<file path="config.mk">
export PLATFORM = sky130hd
export DESIGN_NAME = ssrv_mem_arb_flat
export DESIGN_NICKNAME = d
export VERILOG_FILES = /design/src/rtl/ssrv_mem_pkg.sv /design/src/rtl/ssrv_mem_arb_if.sv /design/src/rtl/ssrv_tag_fifo.sv /design/src/rtl/ssrv_mem_arb.sv /design/src/flat_wrapper.sv
export SDC_FILE = /design/constraint.sdc
export NUM_CORES = 1
export LEC_CHECK = 0
export ABC_AREA = 1
export BUFFER_PORTS_ARGS = -buffer_cell sky130_fd_sc_hd__buf_4
export CAP_MARGIN = 10
export CORE_AREA = 2 2 108 110
export DETAILED_ROUTE_END_ITERATION = 8
export DIE_AREA = 0 0 110 112
export PLACE_DENSITY = 0.57
export RECOVER_POWER = 50
export SYNTH_ARGS = -nofsm -noshare
export SYNTH_HDL_FRONTEND = slang
export SYNTH_SLANG_ARGS = --single-unit
</file>
<file path="constraint.sdc">
create_clock -name clk -period 2.71 [get_ports clk]
set_input_delay 0.1355 -clock clk [delete_from_list [all_inputs] [get_ports clk]]
set_output_delay 0.1355 -clock clk [all_outputs]
set_load 0.05 [all_outputs]
</file>
<file path="src/rtl/ssrv_mem_pkg.sv">
// Shared memory-port encodings and helpers for the arbiter, membuf and instrman.
package ssrv_mem_pkg;

    localparam logic       MEM_CMD_RD = 1'b0;
    localparam logic       MEM_CMD_WR = 1'b1;

    localparam logic [1:0] MEM_W_BYTE = 2'd0;
    localparam logic [1:0] MEM_W_HALF = 2'd1;
    localparam logic [1:0] MEM_W_WORD = 2'd2;

    // Ceiling log2, usable in constant expressions.
    function automatic int unsigned clog2(input int unsigned v);
        int unsigned r;
        r = 0;
        for (int i = 0; i < 32; i++) begin
            if ((32'd1 << i) < v) r = 32'(i) + 32'd1;
        end
        return r;
    endfunction

endpackage

</file>
<file path="src/rtl/ssrv_mem_arb_if.sv">
// Channel and downstream memory-port signals of the N-channel memory arbiter.
interface ssrv_mem_arb_if #(
    parameter int unsigned NUM_CH   = 2,
    parameter int unsigned XLEN     = 32,
    parameter int unsigned DATA_WID = 32
);
    logic [NUM_CH-1:0]          ch_req;
    logic [NUM_CH-1:0]          ch_cmd;
    logic [NUM_CH*2-1:0]        ch_width;
    logic [NUM_CH*XLEN-1:0]     ch_addr;
    logic [NUM_CH*DATA_WID-1:0] ch_wdata;
    logic [NUM_CH-1:0]          ch_gnt;
    logic [NUM_CH-1:0]          ch_resp;
    logic [DATA_WID-1:0]        ch_rdata;

    logic                       mem_req;
    logic                       mem_cmd;
    logic [1:0]                 mem_width;
    logic [XLEN-1:0]            mem_addr;
    logic [DATA_WID-1:0]        mem_wdata;
    logic                       mem_gnt;
    logic [DATA_WID-1:0]        mem_rdata;
    logic                       mem_resp;
    logic                       err_resp;

    // Arbiter side.
    modport slave (
        input  ch_req, ch_cmd, ch_width, ch_addr, ch_wdata,
        output ch_gnt, ch_resp, ch_rdata,
        output mem_req, mem_cmd, mem_width, mem_addr, mem_wdata,
        input  mem_gnt, mem_rdata, mem_resp,
        output err_resp
    );

    // Environment side: upstream channels plus the downstream memory.
    modport master (
        output ch_req, ch_cmd, ch_width, ch_addr, ch_wdata,
        input  ch_gnt, ch_resp, ch_rdata,
        input  mem_req, mem_cmd, mem_width, mem_addr, mem_wdata,
        output mem_gnt, mem_rdata, mem_resp,
        input  err_resp
    );

endinterface

</file>
<file path="src/rtl/ssrv_tag_fifo.sv">
// In-order tag FIFO recording which channel owns each outstanding transaction.
module ssrv_tag_fifo
    import ssrv_mem_pkg::*;
#(
    parameter int unsigned DEPTH = 4,
    parameter int unsigned WID   = 1
) (
    input  logic           clk,
    input  logic           rst,
    input  logic           push,
    input  logic           pop,
    input  logic [WID-1:0] din,
    output logic [WID-1:0] head,
    output logic           full,
    output logic           empty
);

    localparam int unsigned PW = clog2(DEPTH);

    logic [WID-1:0] mem [DEPTH];
    logic [PW-1:0]  rd_ptr;
    logic [PW-1:0]  wr_ptr;
    logic [PW:0]    cnt;

    assign full  = (cnt == (PW+1)'(DEPTH));
    assign empty = (cnt == '0);
    assign head  = mem[rd_ptr];

    always_ff @(posedge clk) begin
        if (push) mem[wr_ptr] <= din;
    end

    // Pointers wrap naturally since DEPTH is a power of two.
    always_ff @(posedge clk or negedge rst) begin
        if (!rst) begin
            rd_ptr <= '0;
            wr_ptr <= '0;
            cnt    <= '0;
        end else begin
            if (push) wr_ptr <= wr_ptr + PW'(1);
            if (pop)  rd_ptr <= rd_ptr + PW'(1);
            case ({push, pop})
                2'b10:   cnt <= cnt + (PW+1)'(1);
                2'b01:   cnt <= cnt - (PW+1)'(1);
                default: cnt <= cnt;
            endcase
        end
    end

endmodule

</file>
<file path="src/rtl/ssrv_mem_arb.sv">
// N-channel memory-port arbiter with in-order response routing.
// Build option: SSRV_ARB_FIXED_PRIO_EN selects fixed lowest-index priority instead of round-robin.
module ssrv_mem_arb
    import ssrv_mem_pkg::*;
#(
    parameter int unsigned NUM_CH   = 2,
    parameter int unsigned XLEN     = 32,
    parameter int unsigned DATA_WID = 32,
    parameter int unsigned OUTSTD   = 4
) (
    input  logic            clk,
    input  logic            rst,
    ssrv_mem_arb_if.slave   bus
);

    localparam int unsigned IW = (NUM_CH > 1) ? clog2(NUM_CH) : 1;

    logic [IW-1:0] arb_sel;
    logic [IW-1:0] sel;
    logic [IW-1:0] lock_idx;
    logic          lock_vld;
    logic [IW-1:0] head;
    logic          full;
    logic          empty;
    logic          pop;
    logic          accept;
    logic          err_q;

`ifdef SSRV_ARB_FIXED_PRIO_EN
    // Lowest requesting index wins.
    always_comb begin
        arb_sel = '0;
        for (int i = int'(NUM_CH) - 1; i >= 0; i--) begin
            if (bus.ch_req[IW'(i)]) arb_sel = IW'(i);
        end
    end
`else
    logic [IW-1:0] rr_last;

    // Scan from rr_last+1 upward; iterating backwards lets the nearest requester win.
    always_comb begin
        arb_sel = '0;
        for (int i = int'(NUM_CH); i >= 1; i--) begin
            if (bus.ch_req[IW'((int'(rr_last) + i) % int'(NUM_CH))])
                arb_sel = IW'((int'(rr_last) + i) % int'(NUM_CH));
        end
    end

    always_ff @(posedge clk or negedge rst) begin
        if (!rst)        rr_last <= IW'(NUM_CH - 1);
        else if (accept) rr_last <= sel;
    end
`endif

    assign sel    = lock_vld ? lock_idx : arb_sel;
    assign pop    = rst & bus.mem_resp & ~empty;
    assign bus.mem_req = rst & (|bus.ch_req) & (~full | pop);
    assign accept = bus.mem_req & bus.mem_gnt;

    // Freeze the selection while the downstream port stalls a request.
    always_ff @(posedge clk or negedge rst) begin
        if (!rst) begin
            lock_vld <= 1'b0;
            lock_idx <= '0;
        end else if (accept) begin
            lock_vld <= 1'b0;
        end else if (bus.mem_req) begin
            lock_vld <= 1'b1;
            lock_idx <= sel;
        end
    end

    always_comb begin
        bus.ch_gnt  = '0;
        bus.ch_resp = '0;
        if (accept) bus.ch_gnt[sel]  = 1'b1;
        if (pop)    bus.ch_resp[head] = 1'b1;
    end

    assign bus.ch_rdata  = pop ? bus.mem_rdata : '0;
    assign bus.mem_cmd   = bus.mem_req ? bus.ch_cmd[sel] : 1'b0;
    assign bus.mem_width = bus.mem_req ? bus.ch_width[32'(sel)*2 +: 2] : 2'b00;
    assign bus.mem_addr  = bus.mem_req ? bus.ch_addr[32'(sel)*XLEN +: XLEN] : '0;
    assign bus.mem_wdata = bus.mem_req ? bus.ch_wdata[32'(sel)*DATA_WID +: DATA_WID] : '0;

    // Sticky flag for a response with nothing outstanding.
    always_ff @(posedge clk or negedge rst) begin
        if (!rst)                         err_q <= 1'b0;
        else if (bus.mem_resp && empty)   err_q <= 1'b1;
    end
    assign bus.err_resp = err_q;

    ssrv_tag_fifo #(
        .DEPTH (OUTSTD),
        .WID   (IW)
    ) u_tag_fifo (
        .clk   (clk),
        .rst   (rst),
        .push  (accept),
        .pop   (pop),
        .din   (sel),
        .head  (head),
        .full  (full),
        .empty (empty)
    );

endmodule
</file>
<file path="src/flat_wrapper.sv">
// flat-port wrapper written by rule: the top's interface ports become plain ports
module ssrv_mem_arb_flat import ssrv_mem_pkg::*;
#(
    parameter int unsigned NUM_CH   = 2,
    parameter int unsigned XLEN     = 32,
    parameter int unsigned DATA_WID = 32,
    parameter int unsigned OUTSTD   = 4
)
  (clk, rst, bus_ch_req, bus_ch_cmd, bus_ch_width, bus_ch_addr, bus_ch_wdata, bus_ch_gnt, bus_ch_resp, bus_ch_rdata, bus_mem_req, bus_mem_cmd, bus_mem_width, bus_mem_addr, bus_mem_wdata, bus_mem_gnt, bus_mem_rdata, bus_mem_resp, bus_err_resp);
  ssrv_mem_arb_if #(.NUM_CH(NUM_CH), .XLEN(XLEN), .DATA_WID(DATA_WID)) bus_i ();
  input  logic clk;
  input  logic rst;
  input wire logic [$bits(bus_i.ch_req)-1:0] bus_ch_req;
  input wire logic [$bits(bus_i.ch_cmd)-1:0] bus_ch_cmd;
  input wire logic [$bits(bus_i.ch_width)-1:0] bus_ch_width;
  input wire logic [$bits(bus_i.ch_addr)-1:0] bus_ch_addr;
  input wire logic [$bits(bus_i.ch_wdata)-1:0] bus_ch_wdata;
  output wire logic [$bits(bus_i.ch_gnt)-1:0] bus_ch_gnt;
  output wire logic [$bits(bus_i.ch_resp)-1:0] bus_ch_resp;
  output wire logic [$bits(bus_i.ch_rdata)-1:0] bus_ch_rdata;
  output wire logic [$bits(bus_i.mem_req)-1:0] bus_mem_req;
  output wire logic [$bits(bus_i.mem_cmd)-1:0] bus_mem_cmd;
  output wire logic [$bits(bus_i.mem_width)-1:0] bus_mem_width;
  output wire logic [$bits(bus_i.mem_addr)-1:0] bus_mem_addr;
  output wire logic [$bits(bus_i.mem_wdata)-1:0] bus_mem_wdata;
  input wire logic [$bits(bus_i.mem_gnt)-1:0] bus_mem_gnt;
  input wire logic [$bits(bus_i.mem_rdata)-1:0] bus_mem_rdata;
  input wire logic [$bits(bus_i.mem_resp)-1:0] bus_mem_resp;
  output wire logic [$bits(bus_i.err_resp)-1:0] bus_err_resp;
  assign bus_i.ch_req = bus_ch_req;
  assign bus_i.ch_cmd = bus_ch_cmd;
  assign bus_i.ch_width = bus_ch_width;
  assign bus_i.ch_addr = bus_ch_addr;
  assign bus_i.ch_wdata = bus_ch_wdata;
  assign bus_ch_gnt = bus_i.ch_gnt;
  assign bus_ch_resp = bus_i.ch_resp;
  assign bus_ch_rdata = bus_i.ch_rdata;
  assign bus_mem_req = bus_i.mem_req;
  assign bus_mem_cmd = bus_i.mem_cmd;
  assign bus_mem_width = bus_i.mem_width;
  assign bus_mem_addr = bus_i.mem_addr;
  assign bus_mem_wdata = bus_i.mem_wdata;
  assign bus_i.mem_gnt = bus_mem_gnt;
  assign bus_i.mem_rdata = bus_mem_rdata;
  assign bus_i.mem_resp = bus_mem_resp;
  assign bus_err_resp = bus_i.err_resp;
  ssrv_mem_arb #(.NUM_CH(NUM_CH), .XLEN(XLEN), .DATA_WID(DATA_WID), .OUTSTD(OUTSTD)) u_core (.clk(clk), .rst(rst), .bus(bus_i));
endmodule
</file>
Word-level counts from Yosys, hierarchy flattened
Memories as Yosys holds them, arrays and structs flattened. Index checks and enable logic that the tools add are counted.

Add/subtract/negate cells: 6. Multipliers: 0. Div/mod/pow operators: 0. $lt $le $gt $ge: 6. Equality and inequality tests: 3. Shift operators: 3. Mux-type cells: 25. Bitwise gates (word level): 9. Reductions and logical operators: 8.

Operators with widths (number): $shiftx 64x7->32 (2); $mux 32 (3); $mux 1 (16); $lt 1x3->1 const B (2); $mux 2 (3); $pmux 3 s2 (1); $and 1x1->1 (5); $add 2x1->2 const B (2); $lt 1x2->1 const B (2); $reduce_bool 2->1 (2); $shiftx 4x3->2 (1); $add 3x1->3 const B (1); $eq 3x3->1 const B (1); $logic_and 1x1->1 (3); $logic_not 3->1 (1); $not 1->1 (3); $sub 3x1->3 const B (1); $add 1x1->1 const B (2); $demux 1 s1 (2); $eq 2x1->1 const B (1); $eq 2x2->1 const B (1); $ge 1x1->1 const B (2); $reduce_and 2->1 (1); $reduce_or 2->1 (1); $or 1x1->1 (1).

Register bits: 11. Latch bits: 0. RAM bits: 4. Bits in read-only memories: 0. Input bits: 172. Output and inout bits: 105. Memories kept: 1.

Memories: u_core.u_tag_fifo.mem (depth 4, width 1, rd ports 1, clocked after memory_dff 0, write ports 1, RTL line ssrv_tag_fifo.sv:20) `logic [WID-1:0] mem [DEPTH];`.

Logic depth before layout (Yosys ltp)
Gate-level depths: netlist of the first run.

Depth after elaboration: 12. Mapped depth: 11. Gate-level depth less buffers: 11.

By module
Synthesis of the first run repeated with hierarchy kept, for this count alone.

Cell total of the unflattened synthesis: 460. Area total of the unflattened synthesis: 2496.1 um^2.

By module, submodules not included: ssrv_mem_arb (times used 1, cells each 400, area an instance 1916.8 um^2); ssrv_tag_fifo (times used 1, cells each 60, area an instance 579.3 um^2).

Worst setup path after synthesis of the first run
Ideal clock, no wire load.

Path type: flip-flop to output port. Start: register u_core.rr_last. End: output bus_mem_addr[10]. Arrival time: 1.788 ns. Path slack: 0.786 ns. Stages on the path, launching flop included: 9. Buffers on the path: 2. Path through: dfstp_2 -> inv_1 -> nand3_2 -> nand2_2 -> inv_2 -> buf_4 -> buf_4 -> nor2_1 -> nor2_1.

Longest elaborated chain between the ends: 6.

Ends and longest elaborated chain: from (decl) (RTL line ssrv_mem_arb.sv:38) `logic [IW-1:0] rr_last;`; from (signal assigned) (RTL line ssrv_mem_arb.sv:50) `if (!rst) rr_last <= IW'(NUM_CH - 1);`; from (signal assigned) (RTL line ssrv_mem_arb.sv:51) `else if (accept) rr_last <= sel;`; $add 1x1->1 (RTL line ssrv_mem_arb.sv:45) `arb_sel = IW'((int'(rr_last) + i) % int'(NUM_CH));`; $mux 1 (RTL line ssrv_mem_arb.sv:44) `if (bus.ch_req[IW'((int'(rr_last) + i) % int'(NUM_CH))])`; $mux 1 * (RTL line ssrv_mem_arb.sv:44); $mux 1 * (RTL line ssrv_mem_arb.sv:55) `assign sel = lock_vld ? lock_idx : arb_sel;`; net u_core.sel (RTL line ssrv_mem_arb.sv:19) `logic [IW-1:0] sel;`; $shiftx 64x7->32 * (RTL line ssrv_mem_arb.sv:83) `assign bus.mem_addr = bus.mem_req ? bus.ch_addr[32'(sel)*XLEN +: XLEN] : '0;`; $mux 32 * (RTL line ssrv_mem_arb.sv:83); to (decl) (RTL line flat_wrapper.sv:24) `output wire logic [$bits(bus_i.mem_addr)-1:0] bus_mem_addr;`.

The timed path passes the listed nets; every way through them passes the cells marked *.

Worst setup path in the final report of the first run
Start: input rst. End: register u_core.u_tag_fifo.cnt[1].

Longest elaborated chain between the ends: 7.

Ends and longest elaborated chain: from (decl) (RTL line flat_wrapper.sv:12) `input logic rst;`; $and 1x1->1 (2 in series) (RTL line ssrv_mem_arb.sv:56) `assign pop = rst & bus.mem_resp & ~empty;`; $or 1x1->1 (RTL line ssrv_mem_arb.sv:57) `assign bus.mem_req = rst & (|bus.ch_req) & (~full | pop);`; $and 1x1->1 (RTL line ssrv_mem_arb.sv:57); $and 1x1->1 (RTL line ssrv_mem_arb.sv:58) `assign accept = bus.mem_req & bus.mem_gnt;`; $eq 2x1->1 or $eq 2x2->1 (tied branches) (RTL line ssrv_tag_fifo.sv:42) `case ({push, pop})`; $pmux 3 s2 or $reduce_bool 2->1 (tied branches); to (signal assigned) (RTL line ssrv_tag_fifo.sv:43) `2'b10: cnt <= cnt + (PW+1)'(1);`; to (signal assigned) (RTL line ssrv_tag_fifo.sv:44) `2'b01: cnt <= cnt - (PW+1)'(1);`; to (signal assigned) (RTL line ssrv_tag_fifo.sv:45) `default: cnt <= cnt;`; to (decl) (RTL line ssrv_tag_fifo.sv:23) `logic [PW:0] cnt;`.

Several ways; a longest one is shown, not always the timed one. A chain may end at the register's enable or synchronous reset.

==> results of run 1 <==
## timing repair
| action | in CTS | in global routing |
|---|---|---|
| hold endpoints to repair | 11 | 0 |
| setup endpoints to repair | 0 | 0 |
| hold buffers | 1 | 0 |
## cells by family after synthesis
family,synth area share [%]
AOI/OAI and AO/OA,2.48
xor gates and xnor gates,1.39
adders and majority gates,3.27
buffers and inverters,14.7
DFF,15.7
and+or+nand+nor,62.5
## sequential cells by signal, indices dropped and copies added (netlist names)
register and count:
u_core.u_tag_fifo.cnt 3, u_core.u_tag_fifo.mem 4, u_core.lock_vld 1, u_core.rr_last 1, u_core.u_tag_fifo.wr_ptr 2, u_core.bus.err_resp 1
u_core.lock_idx 1, u_core.u_tag_fifo.rd_ptr 2
## critical path, cell delays in order
cell           delay, ps
dlygate4sd3_1        520
buf_4                210
inv_1                 60
nor2_1               330
nand3_2              260
ha_1                 290
inv_1                 90
fa_1                 420
o21ai_0              180
## worst max-delay path by stage
stage / startpoint / end / depth (start not counted)
finish: rst / u_core.u_tag_fifo.cnt[1]$_DFFE_PN0P_ / 9
global route: u_core.rr_last$_DFFE_PN1P_ / bus_mem_wdata[3] / 8
global placement: u_core.u_tag_fifo.cnt[0]$_DFFE_PN0P_ / u_core.u_tag_fifo.cnt[2]$_DFFE_PN0P_ / 9
detailed placement: u_core.u_tag_fifo.cnt[0]$_DFFE_PN0P_ / u_core.u_tag_fifo.cnt[2]$_DFFE_PN0P_ / 9
CTS: rst / u_core.u_tag_fifo.cnt[1]$_DFFE_PN0P_ / 9
floorplan: u_core.rr_last$_DFFE_PN1P_ / bus_mem_addr[10] / 8
## cell usage in the layout, fill, tap and decap left out
master,count
o211ai_1,1
xor2_1,3
dlygate4sd3_1,1
nand3_2,1
a31o_2,1
fa_1,1
o21ai_0,4
nand4_1,4
o21ai_1,1
a21oi_1,2
nand3b_1,68
buf_4,242
inv_2,5
clkbuf_2,34
nor2_4,1
nand3_1,2
buf_12,1
ha_1,5
xnor2_1,1
nand2_1,88
dfstp_2,1
edfxtp_1,4
inv_1,49
nor2_1,177
clkbuf_1,4
clkbuf_16,3
dfrtp_1,10
nand2_2,1
clkbuf_4,1
## area by class of cell
| type | instances | area, µm² | area share [%] |
|---|---|---|---|
| flip-flops and latches | 15 | 397 | 8.57 |
| repair buffers | 282 | 2040 | 44.0 |
| inverters | 54 | 203 | 4.38 |
| clock buffers | 4 | 78.8 | 1.70 |
| well taps | 143 | 179 | 3.86 |
| multi-input cells | 361 | 1740 | 37.5 |
## metrics by stage
step	util, %	instance area [µm²]
final	41.4	4630
after global routing	41.4	4630
after CTS	42.5	4750
after detailed placement	41.7	4660
after global placement	41.7	4660
after floorplan	-	2520
## synthesized netlist by cell type
master,count
a21oi_1,1
a21oi_4,1
a31o_2,1
buf_1,1
buf_2,17
buf_4,6
buf_6,1
clkbuf_1,6
dfrtp_1,10
dfstp_2,1
edfxtp_1,4
fa_1,1
ha_1,5
inv_1,49
inv_2,5
nand2_1,88
nand2_2,1
nand3_1,1
nand3_2,2
nand3b_1,68
nand4_1,4
nor2_1,176
nor2_2,1
nor2_4,1
o211ai_1,1
o21ai_0,4
o21ai_1,1
xnor2_1,1
xor2_1,3
## power by group
| group | switching, µW | total [µW] | internal, µW |
|---|---|---|---|
| clock | 81.4 | 280 | 198 |
| sequential | 68.7 | 392 | 323 |
| combinational | 1780 | 2570 | 796 |
## routing by layer
layer	track usage (%)	routed length [µm]
met5	0	0
met4	3.12	147
met3	2.34	1000
met2	30.1	5390
met1	17.5	3910
==> results.py, run 1 <==
metrics = {
    "outcome": {
        "status": "finished clean",
    },
    "synthesis": {
        "syn-num-nets": 639,
        "seq_area_frac_synth_pct": 15.7,
        "synth_area_leaders": "nor2_1 (26%), nand3b_1 (20%), nand2_1 (13%), dfrtp_1 (9.9%), inv_1 (7.3%)",
        "post-synth-top-area-cell": "nor2_1",
        "synthCells": 461,
        "synth_top_area_share_pct": 26.2,
        "synth_area_mm2": 0.00252,
        "synth_cell_types": 29,
        "avgSynthCellArea_um2": 5.47,
        "yosys_register_bits": 15,
        "yosys_warnings": 0,
    },
    "floorplan": {
        "rows": 39,
        "die_x_um": 110,
        "start_util_pct": 22.6,
        "coreArea_mm2": 0.0112,
        "die-height_um": 112,
        "die_area_mm2": 0.0123,
        "ios": 277,
    },
    "placement": {
        "post-place-ws_ps": 622,
        "hpwl_um": 8300,
        "port_buffers": 276,
        "place_inst": 854,
        "place_congestion": 0.898,
    },
    "timing": {
        "max_freq_mhz": 430,
        "layout_setup_ws_ps": 383,
        "drv_slew": 0,
        "tightest_slew_ps": 732,
        "rsz0062_at_grt": "no",
        "setup_tns_ps": 0,
        "whs_ps": 175,
        "hold_viol": 0,
        "period_needed_ps": 2330,
        "fin_crit_sh_pct": 85.9,
        "setup_violations": 0,
        "slew_headroom_pct": 51.2,
        "skew_ps": 1.08,
    },
    "worst_setup_path": {
        "r2r-start": "u_core.u_tag_fifo.cnt[0]$_DFFE_PN0P_",
        "rrSetupSlack_ps": 600,
        "path_class": "in2reg",
        "worstPathArrival_ps": 2480,
        "start_kind": "primary input",
        "crit_fanout": 14,
        "r2r_end": "u_core.u_tag_fifo.cnt[2]$_DFFE_PN0P_",
        "ff2ff_path_depth": 9,
        "end_kind": "register",
        "worstPathRequired_ps": 2870,
    },
    "run": {
        "maxCapViolCount": 0,
    },
    "finish": {
        "area_growth_pct": 83.5,
        "drive_gt1_share_pct": 40.6,
        "diodes": 0,
        "fin_nets": 895,
        "final_cells": 859,
        "n_fill_cell": 1228,
    },
    "min_path": {
        "min-delay-start": "bus_mem_resp",
        "min_to": "u_core.bus.err_resp$_DFFE_PN0P_",
        "hp-class": "in2reg",
        "holdPathStages": 2,
    },
    "global_route": {
        "grt_pass1_vias": 3396,
        "grt_pass1_wl_um": 15800,
        "grt_overflow": 0,
        "grt_max_degree": 68,
        "track_usage_pct": 15.5,
        "antenna_found_initial": 0,
    },
    "power_and_ir_drop": {
        "powerDensity_mw_per_mm2": 701,
        "p_leak_uw": 0.00272,
        "finalPower_uw": 3250,
        "vdd_drop_max_mv": 0.449,
    },
    "routing": {
        "drc": 0,
        "antenna_left": 0,
        "vias": 3637,
        "dr.pass1.iters": 4,
        "drt_iter0_markers": 198,
        "wire_per_inst_um": 12.2,
        "via_per_inst": 4.23,
        "wirelength_um": 10500,
    },
    "cts": {
        "cts_tree": "yes",
        "cts.sinks": 15,
        "clk_pin_slew_ps": 40,
        "insertion_delay_ps": 240,
        "clock_path_buffers": 2,
        "cts_max_level": 1,
        "postCtsResizedCells": 0,
        "numCtsBuffers": 3,
        "root_buffer": "clkbuf_16",
        "post_cts_buffers": 0,
    },
}
(Power assumes the default switching activity.)
==> run 2, diff against run 1 <==
--- a/config.mk
+++ b/config.mk
@@ -8,10 +8,11 @@
 export ABC_AREA = 1
 export BUFFER_PORTS_ARGS = -buffer_cell sky130_fd_sc_hd__buf_4
 export CAP_MARGIN = 10
-export CORE_AREA = 2 2 108 110
+export CELL_PAD_IN_SITES_DETAIL_PLACEMENT = 0
+export CELL_PAD_IN_SITES_GLOBAL_PLACEMENT = 1
+export CORE_UTILIZATION = 20
 export DETAILED_ROUTE_END_ITERATION = 8
-export DIE_AREA = 0 0 110 112
-export PLACE_DENSITY = 0.57
+export PLACE_DENSITY = 0.81
 export RECOVER_POWER = 50
 export SYNTH_ARGS = -nofsm -noshare
 export SYNTH_HDL_FRONTEND = slang
==> results.py, run 2 (synthesis gave the netlist of run 1 again) <==
metrics = {
    "floorplan": {
        "rows": 40,
        "die-height_um": 114,
        "die_x_um": 114,
        "die_area_mm2": 0.0131,
        "coreArea_mm2": 0.0122,
        "start_util_pct": 20.7,
        "ios": 277,
    },
    "cts": {
        "numCtsBuffers": 3,
        "cts_tree": "yes",
        "cts_max_level": 1,
        "cts_hold_buf": 1,
        "clk_pin_slew_ps": 50,
        "clock_path_buffers": 2,
        "postCtsResizedCells": 0,
        "insertion_delay_ps": 250,
        "cts.sinks": 15,
        "post_cts_buffers": 0,
        "root_buffer": "clkbuf_16",
    },
    "timing": {
        "setup_tns_ps": 0,
        "rsz0062_at_grt": "no",
        "hold_viol": 0,
        "max_freq_mhz": 416,
        "setup_violations": 0,
        "drv_slew": 0,
        "slew_headroom_pct": 54.0,
        "period_needed_ps": 2400,
        "tightest_slew_ps": 691,
        "skew_ps": 2.09,
        "fin_crit_sh_pct": 88.7,
    },
    "finish": {
        "regMostFlops": "u_core.u_tag_fifo.mem",
        "layout_commonest_cell": "buf_4",
        "drive_gt1_share_pct": 40.5,
        "layout_common_cells": "buf_4 (242), nor2_1 (177), nand2_1 (88), nand3b_1 (68), inv_1 (49)",
        "final_cells": 884,
        "diodes": 0,
        "largestRegisters": "u_core.u_tag_fifo.mem: 4 flops, u_core.u_tag_fifo.cnt: 3 flops",
        "largest_reg_flops": 4,
        "fin_nets": 895,
        "area_growth_pct": 84.5,
    },
    "power_and_ir_drop": {
        "vdd_drop_max_mv": 0.352,
        "p_leak_uw": 0.00272,
        "powerDensity_mw_per_mm2": 699,
        "finalPower_uw": 3250,
    },
    "worst_setup_path": {
        "crit_fanout": 14,
        "end_kind": "register",
        "ff2ff_path_depth": 9,
        "r2r_end": "u_core.u_tag_fifo.cnt[2]$_DFFE_PN0P_",
        "start_kind": "primary input",
        "startpoint": "rst",
        "worstPathArrival_ps": 2570,
        "worstPathRequired_ps": 2880,
        "rrSetupSlack_ps": 520,
        "crit_path_end": "u_core.u_tag_fifo.cnt[1]$_DFFE_PN0P_",
        "r2r-start": "u_core.u_tag_fifo.cnt[0]$_DFFE_PN0P_",
        "path_class": "in2reg",
    },
    "outcome": {
        "status": "finished clean",
    },
    "global_route": {
        "antenna_found_initial": 0,
        "grt_pass1_wl_um": 14300,
        "grt_max_degree": 68,
        "grt_overflow": 0,
        "track_usage_pct": 13.2,
        "grt_pass1_vias": 3180,
    },
    "routing": {
        "wirelength_um": 9850,
        "wire_per_inst_um": 11.1,
        "antenna_left": 0,
        "drc": 0,
        "drt_iter0_markers": 149,
        "dr.pass1.iters": 4,
        "via_per_inst": 4.15,
        "vias": 3673,
    },
    "placement": {
        "place_inst": 879,
        "port_buffers": 276,
        "place_congestion": 0.825,
        "hpwl_um": 7750,
    },
    "run": {
        "maxCapViolCount": 0,
    },
    "min_path": {
        "hp-class": "in2reg",
    },
}
==> run 2: cell type report <==
type / count / area, µm²
fillers: 1367 / 7510
flip-flops and latches: 15 / 397
repair buffers: 282 / 2030
inverters: 54 / 203
clock buffers: 3 / 75.1
multi-input cells: 361 / 1730
clock inverters: 1 / 5.00
well taps: 168 / 210
==> run 2: how the worst min path moves through the flow <==
| stage | startpoint | cells after the start | to |
|---|---|---|---|
| final | bus_mem_resp | 2 | u_core.bus.err_resp$_DFFE_PN0P_ |
| after global routing | bus_mem_resp | 2 | u_core.bus.err_resp$_DFFE_PN0P_ |
| after CTS | bus_mem_resp | 2 | u_core.bus.err_resp$_DFFE_PN0P_ |
| after detailed placement | rst | 1 | u_core.u_tag_fifo.cnt[0]$_DFFE_PN0P_ |
| after global placement | rst | 1 | u_core.bus.err_resp$_DFFE_PN0P_ |
| after floorplan | rst | 0 | u_core.bus.err_resp$_DFFE_PN0P_ |
==> run 2: routing by layer <==
metal,vias up,wire length [µm],global-route usage (%)
li1,1908,-,-
met1,1587,3930,15.0
met2,169,5060,25.9
met4,0,115,2.94
met3,9,752,1.80
met5,-,0,0
==> run 2: metrics by stage <==
step | hold WS [ps] | utilization, % | worst slack, ps | cell area (µm²)
after floorplan | -160 | - | 786 | 2520
after global placement | -12.4 | 38.6 | 687 | 4690
after detailed placement | -10.8 | 38.6 | 612 | 4690
after CTS | 163 | 39.3 | 284 | 4780
after global routing | 164 | 38.3 | 104 | 4650
final | 167 | 38.3 | 306 | 4650
==> run 2: report_power, final <==
group,internal [µW],switching (µW)
Sequential,323,65.2
Combinational,797,1780
Clock,197,93.7
Total,1320,1940
==> run 2: critical path, cell delays in order <==
cell	delay, ps
dlygate4sd3_1	530
buf_4	210
inv_1	60
nor2_1	310
nand3_1	330
ha_1	330
inv_1	90
fa_1	420
o21ai_0	170
